===== config.mk =====
export PLATFORM = sky130hd
export DESIGN_NAME = pgr_fwft_fifo
export DESIGN_NICKNAME = d
export VERILOG_FILES = /design/src/rtl/pgr_fwft_fifo.sv
export SDC_FILE = /design/constraint.sdc
export NUM_CORES = 1
export LEC_CHECK = 0
export ABC_CLOCK_PERIOD_IN_PS = 4800
export CAP_MARGIN = 20
export CELL_PAD_IN_SITES_DETAIL_PLACEMENT = 1
export CELL_PAD_IN_SITES_GLOBAL_PLACEMENT = 2
export CORE_ASPECT_RATIO = 1.4
export CORE_MARGIN = 3
export CORE_UTILIZATION = 40
export CTS_BUF_LIST = sky130_fd_sc_hd__clkbuf_2 sky130_fd_sc_hd__clkbuf_4 sky130_fd_sc_hd__clkbuf_8
export CTS_CLUSTER_SIZE = 24
export DETAILED_ROUTE_END_ITERATION = 6
export HOLD_SLACK_MARGIN = 0.02
export PLACE_DENSITY = 0.78
export SLEW_MARGIN = 15
export SYNTH_ARGS = -nofsm -noshare
export SYNTH_HDL_FRONTEND = slang
export SYNTH_SLANG_ARGS = --single-unit

===== constraint.sdc =====
create_clock -name clk -period 4.8 [get_ports clk]
set_input_delay 1.44 -clock clk [delete_from_list [all_inputs] [get_ports clk]]
set_output_delay 1.44 -clock clk [all_outputs]
set_load 0.005 [all_outputs]

===== src/rtl/pgr_fwft_fifo.sv =====
// First-word-fall-through FIFO with valid/ready handshakes on both sides.
// Storage is a D-entry register array plus one registered output word, so
// the FIFO holds D+1 words in total. When the array is empty, an incoming
// word goes straight into the output register. The output word and its valid
// flag stay stable while the consumer applies backpressure. The FIFO also
// reports its fill level and two programmable almost-flags, and supports a
// synchronous flush.
module pgr_fwft_fifo #(
  parameter int W        = 8,
  parameter int D        = 16,
  parameter int AF_LEVEL = D - 2,
  parameter int AE_LEVEL = 1
) (
  input  logic                 clk,
  input  logic                 rst_n,
  input  logic                 flush,
  input  logic                 data_in_valid,
  input  logic [W-1:0]         data_in,
  output logic                 data_in_ready,
  output logic                 data_out_valid,
  output logic [W-1:0]         data_out,
  input  logic                 data_out_ready,
  output logic [$clog2(D):0]   level,
  output logic                 almost_full,
  output logic                 almost_empty
);

  localparam int AW = $clog2(D);
  localparam logic [AW:0] PTR_ONE = {{AW{1'b0}}, 1'b1};

  // Storage and registered state
  logic [W-1:0] mem_q [D];
  logic [AW:0]  wr_ptr_q, wr_ptr_d;
  logic [AW:0]  rd_ptr_q, rd_ptr_d;
  logic [W-1:0] dout_q, dout_d;
  logic         dout_valid_q, dout_valid_d;
  logic [AW:0]  level_q, level_d;

  // Handshake and array status
  logic [AW:0]  arr_cnt;
  logic         arr_empty;
  logic         arr_full;
  logic         push;
  logic         pop;
  logic         out_load;
  logic         bypass;
  logic         mem_we;

  // Wrap bit on each pointer lets a plain subtraction tell full apart from empty.
  assign arr_cnt   = wr_ptr_q - rd_ptr_q;
  assign arr_empty = (wr_ptr_q == rd_ptr_q);
  assign arr_full  = (int'(arr_cnt) == D);

  assign data_in_ready = rst_n & ~flush & ~arr_full;
  assign push          = data_in_valid & data_in_ready;
  assign pop           = dout_valid_q & data_out_ready;
  // The output register may take a new word only when it is empty or being consumed.
  assign out_load      = ~dout_valid_q | data_out_ready;
  assign bypass        = out_load & arr_empty & push;

  // Next-state logic: output register refill, pointer moves, level tracking, flush.
  always_comb begin
    wr_ptr_d     = wr_ptr_q;
    rd_ptr_d     = rd_ptr_q;
    dout_d       = dout_q;
    dout_valid_d = dout_valid_q;
    level_d      = level_q;
    mem_we       = 1'b0;

    if (out_load) begin
      if (!arr_empty) begin
        dout_d       = mem_q[rd_ptr_q[AW-1:0]];
        dout_valid_d = 1'b1;
        rd_ptr_d     = rd_ptr_q + PTR_ONE;
      end else if (push) begin
        dout_d       = data_in;
        dout_valid_d = 1'b1;
      end else begin
        dout_valid_d = 1'b0;
      end
    end

    if (push && !bypass) begin
      mem_we   = 1'b1;
      wr_ptr_d = wr_ptr_q + PTR_ONE;
    end

    if (push && !pop) begin
      level_d = level_q + PTR_ONE;
    end else if (pop && !push) begin
      level_d = level_q - PTR_ONE;
    end

    // Flush empties the FIFO but keeps the last output word on data_out.
    if (flush) begin
      wr_ptr_d     = '0;
      rd_ptr_d     = '0;
      dout_d       = dout_q;
      dout_valid_d = 1'b0;
      level_d      = '0;
      mem_we       = 1'b0;
    end
  end

  // Control and output registers with synchronous active-low reset.
  always_ff @(posedge clk) begin
    // NOTE: sequential state uses non-blocking assignments so every register samples pre-edge values.
    if (!rst_n) begin
      wr_ptr_q     <= '0;
      rd_ptr_q     <= '0;
      dout_q       <= '0;
      dout_valid_q <= 1'b0;
      level_q      <= '0;
    end else begin
      wr_ptr_q     <= wr_ptr_d;
      rd_ptr_q     <= rd_ptr_d;
      dout_q       <= dout_d;
      dout_valid_q <= dout_valid_d;
      level_q      <= level_d;
    end
  end

  // Array write port.
  always_ff @(posedge clk) begin
    // NOTE: the array is deliberately not reset; the pointers alone decide which entries are live.
    if (mem_we) begin
      mem_q[wr_ptr_q[AW-1:0]] <= data_in;
    end
  end

  assign data_out_valid = dout_valid_q;
  assign data_out       = dout_q;
  assign level          = level_q;
  assign almost_full    = (int'(level_q) >= AF_LEVEL);
  assign almost_empty   = (int'(level_q) <= AE_LEVEL);

endmodule


==> results.md <==
- Outcome: completed
- GRT Util Overall: 17.6%
- Worst-path clk slew: 0.09 ns
- Register area: ~4400 um2
- Max_cap viols: 0
- Top_reg_cell synth: edfxtp_1
- DP Cell Count: 619
- Hold-critical path endpoint: wr_ptr_q[4]$_SDFFE_PP0P_
- Core ar.: between 15000 and 20000 um2
- Global route total overflow: 0
- Post-synth ARST share: 0%
- Antenna-violating nets left: 0
- Area of the multi-input gates: 1930 um2
- Switching share of power: 21.0%
- Post-Syn Nets: 421
- Buffers on Ports: 29
- Maximum VDD drop: 0.169 mV
- Min Tclk post-route: 4.59 ns
- R2R Path Start: wr_ptr_q[2]$_SDFFE_PP0P_
- RSZ-0062 raised after global routing: no
- Post-synthesis cell area: 6430 um2
- CTS tree: done
- IO Pins: 30
- Share of cells above drive strength 1: 20.6%
- Area fraction in compound gates after synthesis: 6.64%
- Worst reg-to-reg setup slack: 1.11 ns
- Nets: 470
- First-pass GRT wire length: 23200 um
- Synth Area in Simple Gates: between 6 and 7%
- Post-synthesis xor/xnor area fraction: 1.50%
- Critical Path RT: 3.36 ns
- Post-synth EDFFs: 128
- Clock skew: 0.0177 ns
- WS Path Type: reg -> out
- Final RePlAce weighted congestion: 0.808
- Setup TNS: 0 ns
- Yosys warnings: 0
- Flops & latches, synth: about 160
- Initial DRC count: 236
- Postcts setup bufs: 0
- Max-slew headroom: 45.6%
- Largest fanout on the critical path: 20
- CTS sink cnt: ~160
- # DRC: 0
- Comb pwr share: 2.5%
- Mux cell area share after synthesis: 12.0%
- Vias per std cell: 5.68
- Switching power total: 0.554 mW
- DIE WIDTH: 113 um
- Pint: 2.08 mW
- Main combinational cell family by area after synthesis: multiplexers
- Clk buf depth: 2
- Pwr/cell area: 350 nW/um2
- Pin count of the biggest net entering global routing: 23
- Worst-Margin Slew: 0.814 ns
- Synthesis-to-finish area growth: 16.9%
- Starting Density: 41.0%
- Placed wire-length estimate: 10300 um
- Most frequent cells in the layout: 128 x edfxtp_1, 33 x a21oi_1, 32 x mux4_2, 29 x clkdlybuf4s50_1, 27 x dfxtp_1
- Post_cts resized: 0
- Synthesized-area fraction occupied by adder cells: 2.72%
- Synthesized instance count: 394
- Pins Over Slew Limit: 0
- Clock Power Share: 41.7%
- Syn avg cell area: 16.3 um2
- R2r worst-path depth: 11
- Netlist cell types: 40
- Startpoint class of the critical path: flip-flop
- Leak: 2.45 nW
- Die Y-Extent: 156 um
- Fillers: 1534
- Worst-Skew Late Latency: 0.45 ns
- Die ar.: 17700 um2
- Antenna violations before repair: 0
- Final Hold Viols: 0
- H-tree lvl count: 4
- Fmax: between 0.2 and 0.25 GHz
- Sequential area share after synthesis: between 60 and 70%
- Most common cell after layout, fill and taps aside: edfxtp_1
- Final setup violation count: 0
- Hold depth: 2
- Vias in the first global route: approximately 4.0k
- Via count: ~3.7k
- Total CTS buffers: 17
- FP Rows: 54
- WL/cell: 22.9 um
- CTS root buf: clkbuf_8
- Sequential power share: between 50% and 60%
- Drt pass-1 iters: 5
- Type of destination of the critical path: output pin
- N_diodes: 0
- Hold-fix buffers at CTS: 0
- Hold path startpoint: wr_ptr_q[4]$_SDFFE_PP0P_
- Reg2Reg Capture Point: level[4]$_SDFFE_PP0P_
- Final Cycle Share: 95.5%
- Worst Hold Class: reg -> reg
- DRT Wirelength: 14900 um
- CP arrival: 3.15 ns
- Final Non-Filler Cells: 652
power groups by stage:
| stage | sequential, mW | combinational (mW) | clock, mW |
|---|---|---|---|
| floorplan | 1.50 | 0.0225 | 0 |
| global placement | 1.50 | 0.0653 | 0 |
| detailed placement | 1.50 | 0.0673 | 0 |
| CTS | 1.47 | 0.0673 | 1.12 |
| global route | 1.47 | 0.0733 | 1.17 |
| finish | 1.47 | 0.0666 | 1.10 |
final cells by class:
| cell class | instances | area share, % |
|---|---|---|
| clock inverters | 14 | 2.70 |
| well taps | 196 | 3.26 |
| multi-input cells | 207 | 25.7 |
| clock buffers | 18 | 3.21 |
| flip-flops and latches | 156 | 58.6 |
| inverters | 12 | 0.599 |
| repair buffers | 49 | 5.96 |
worst max-delay path, cell delays in order, from the launching register on:
cell and delay [ns]:
dfxtp_1 0.77, ha_1 0.39, a21oi_1 0.15, a21bo_2 0.23, xor2_1 0.16, a21oi_1 0.42, nor2_1 0.08, clkdlybuf4s50_1 0.48
cell usage after synthesis, types with 5 or more instances:
library cell	number	area [um2]
edfxtp_1	128	3840
mux4_2	32	721
a22oi_1	16	120
nand2_1	11	41.3
xor2_1	5	43.8
o31ai_1	8	60.1
nor4_1	6	37.5
clkbuf_1	8	30.0
nand2b_1	5	31.3
inv_1	12	45.0
mux2i_1	5	50.1
dfxtp_1	28	561
nor2b_1	6	37.5
ha_1	14	175
buf_2	6	30.0
xnor2_1	6	52.6
nor2_1	20	75.1
nand3_1	6	30.0
a21oi_1	33	165
and4_1	6	52.6
cells by family after synthesis:
group,count (synthesis)
flip-flops,156
AND/OR/NAND/NOR,77
AO/OA/AOI/OAI,68
multiplexers,37
buffers and inverters,31
adder cells (fa/ha/maj),14
XOR/XNOR,11
stage by stage:
step | hold slack (ns) | worst slack (ns) | power [mW] | utilization (%) | area [um2]
after floorplan | 0.455 | 1.03 | 1.52 | - | 6430
after global placement | 0.471 | 0.424 | 1.56 | 45.0 | 7060
after detailed placement | 0.485 | 0.420 | 1.57 | 45.0 | 7060
after CTS | 0.498 | 0.188 | 2.65 | 47.9 | 7500
after global routing | 0.543 | 0.0133 | 2.72 | 48.0 | 7520
final | 0.497 | 0.214 | 2.63 | 48.0 | 7520
layer usage:
layer | vias up | track usage (%) | part of all wire (%)
li1 | 1658 | - | -
met1 | 1923 | 20.8 | 39
met2 | 94 | 31.2 | 54
met3 | 29 | 3.53 | 3.7
met4 | 0 | 7.56 | 2.9
met5 | - | 0 | 0
worst max path at each step:
stage                             start                    end  slack (ns)  depth (start not counted)
4_1_cts        wr_ptr_q[2]$_SDFFE_PP0P_          data_in_ready        0.19                          7
3_3_place_gp                      rst_n          data_in_ready        0.42                          4
2_1_floorplan                     rst_n  mem_q[0][0]$_DFFE_PP_        1.03                          6
6_report       wr_ptr_q[2]$_SDFFE_PP0P_          data_in_ready        0.21                          7
5_1_grt        wr_ptr_q[2]$_SDFFE_PP0P_          data_in_ready        0.01                          7
3_5_place_dp                      rst_n          data_in_ready        0.42                          4
registers in the layout, indices dropped and copies added, names as in the netlist, named ones only:
register and cells:
mem_q 128, level 5, rd_ptr_q 5, wr_ptr_q 5, data_out_valid 1, data_out 8
(Power assumes the default switching activity.)
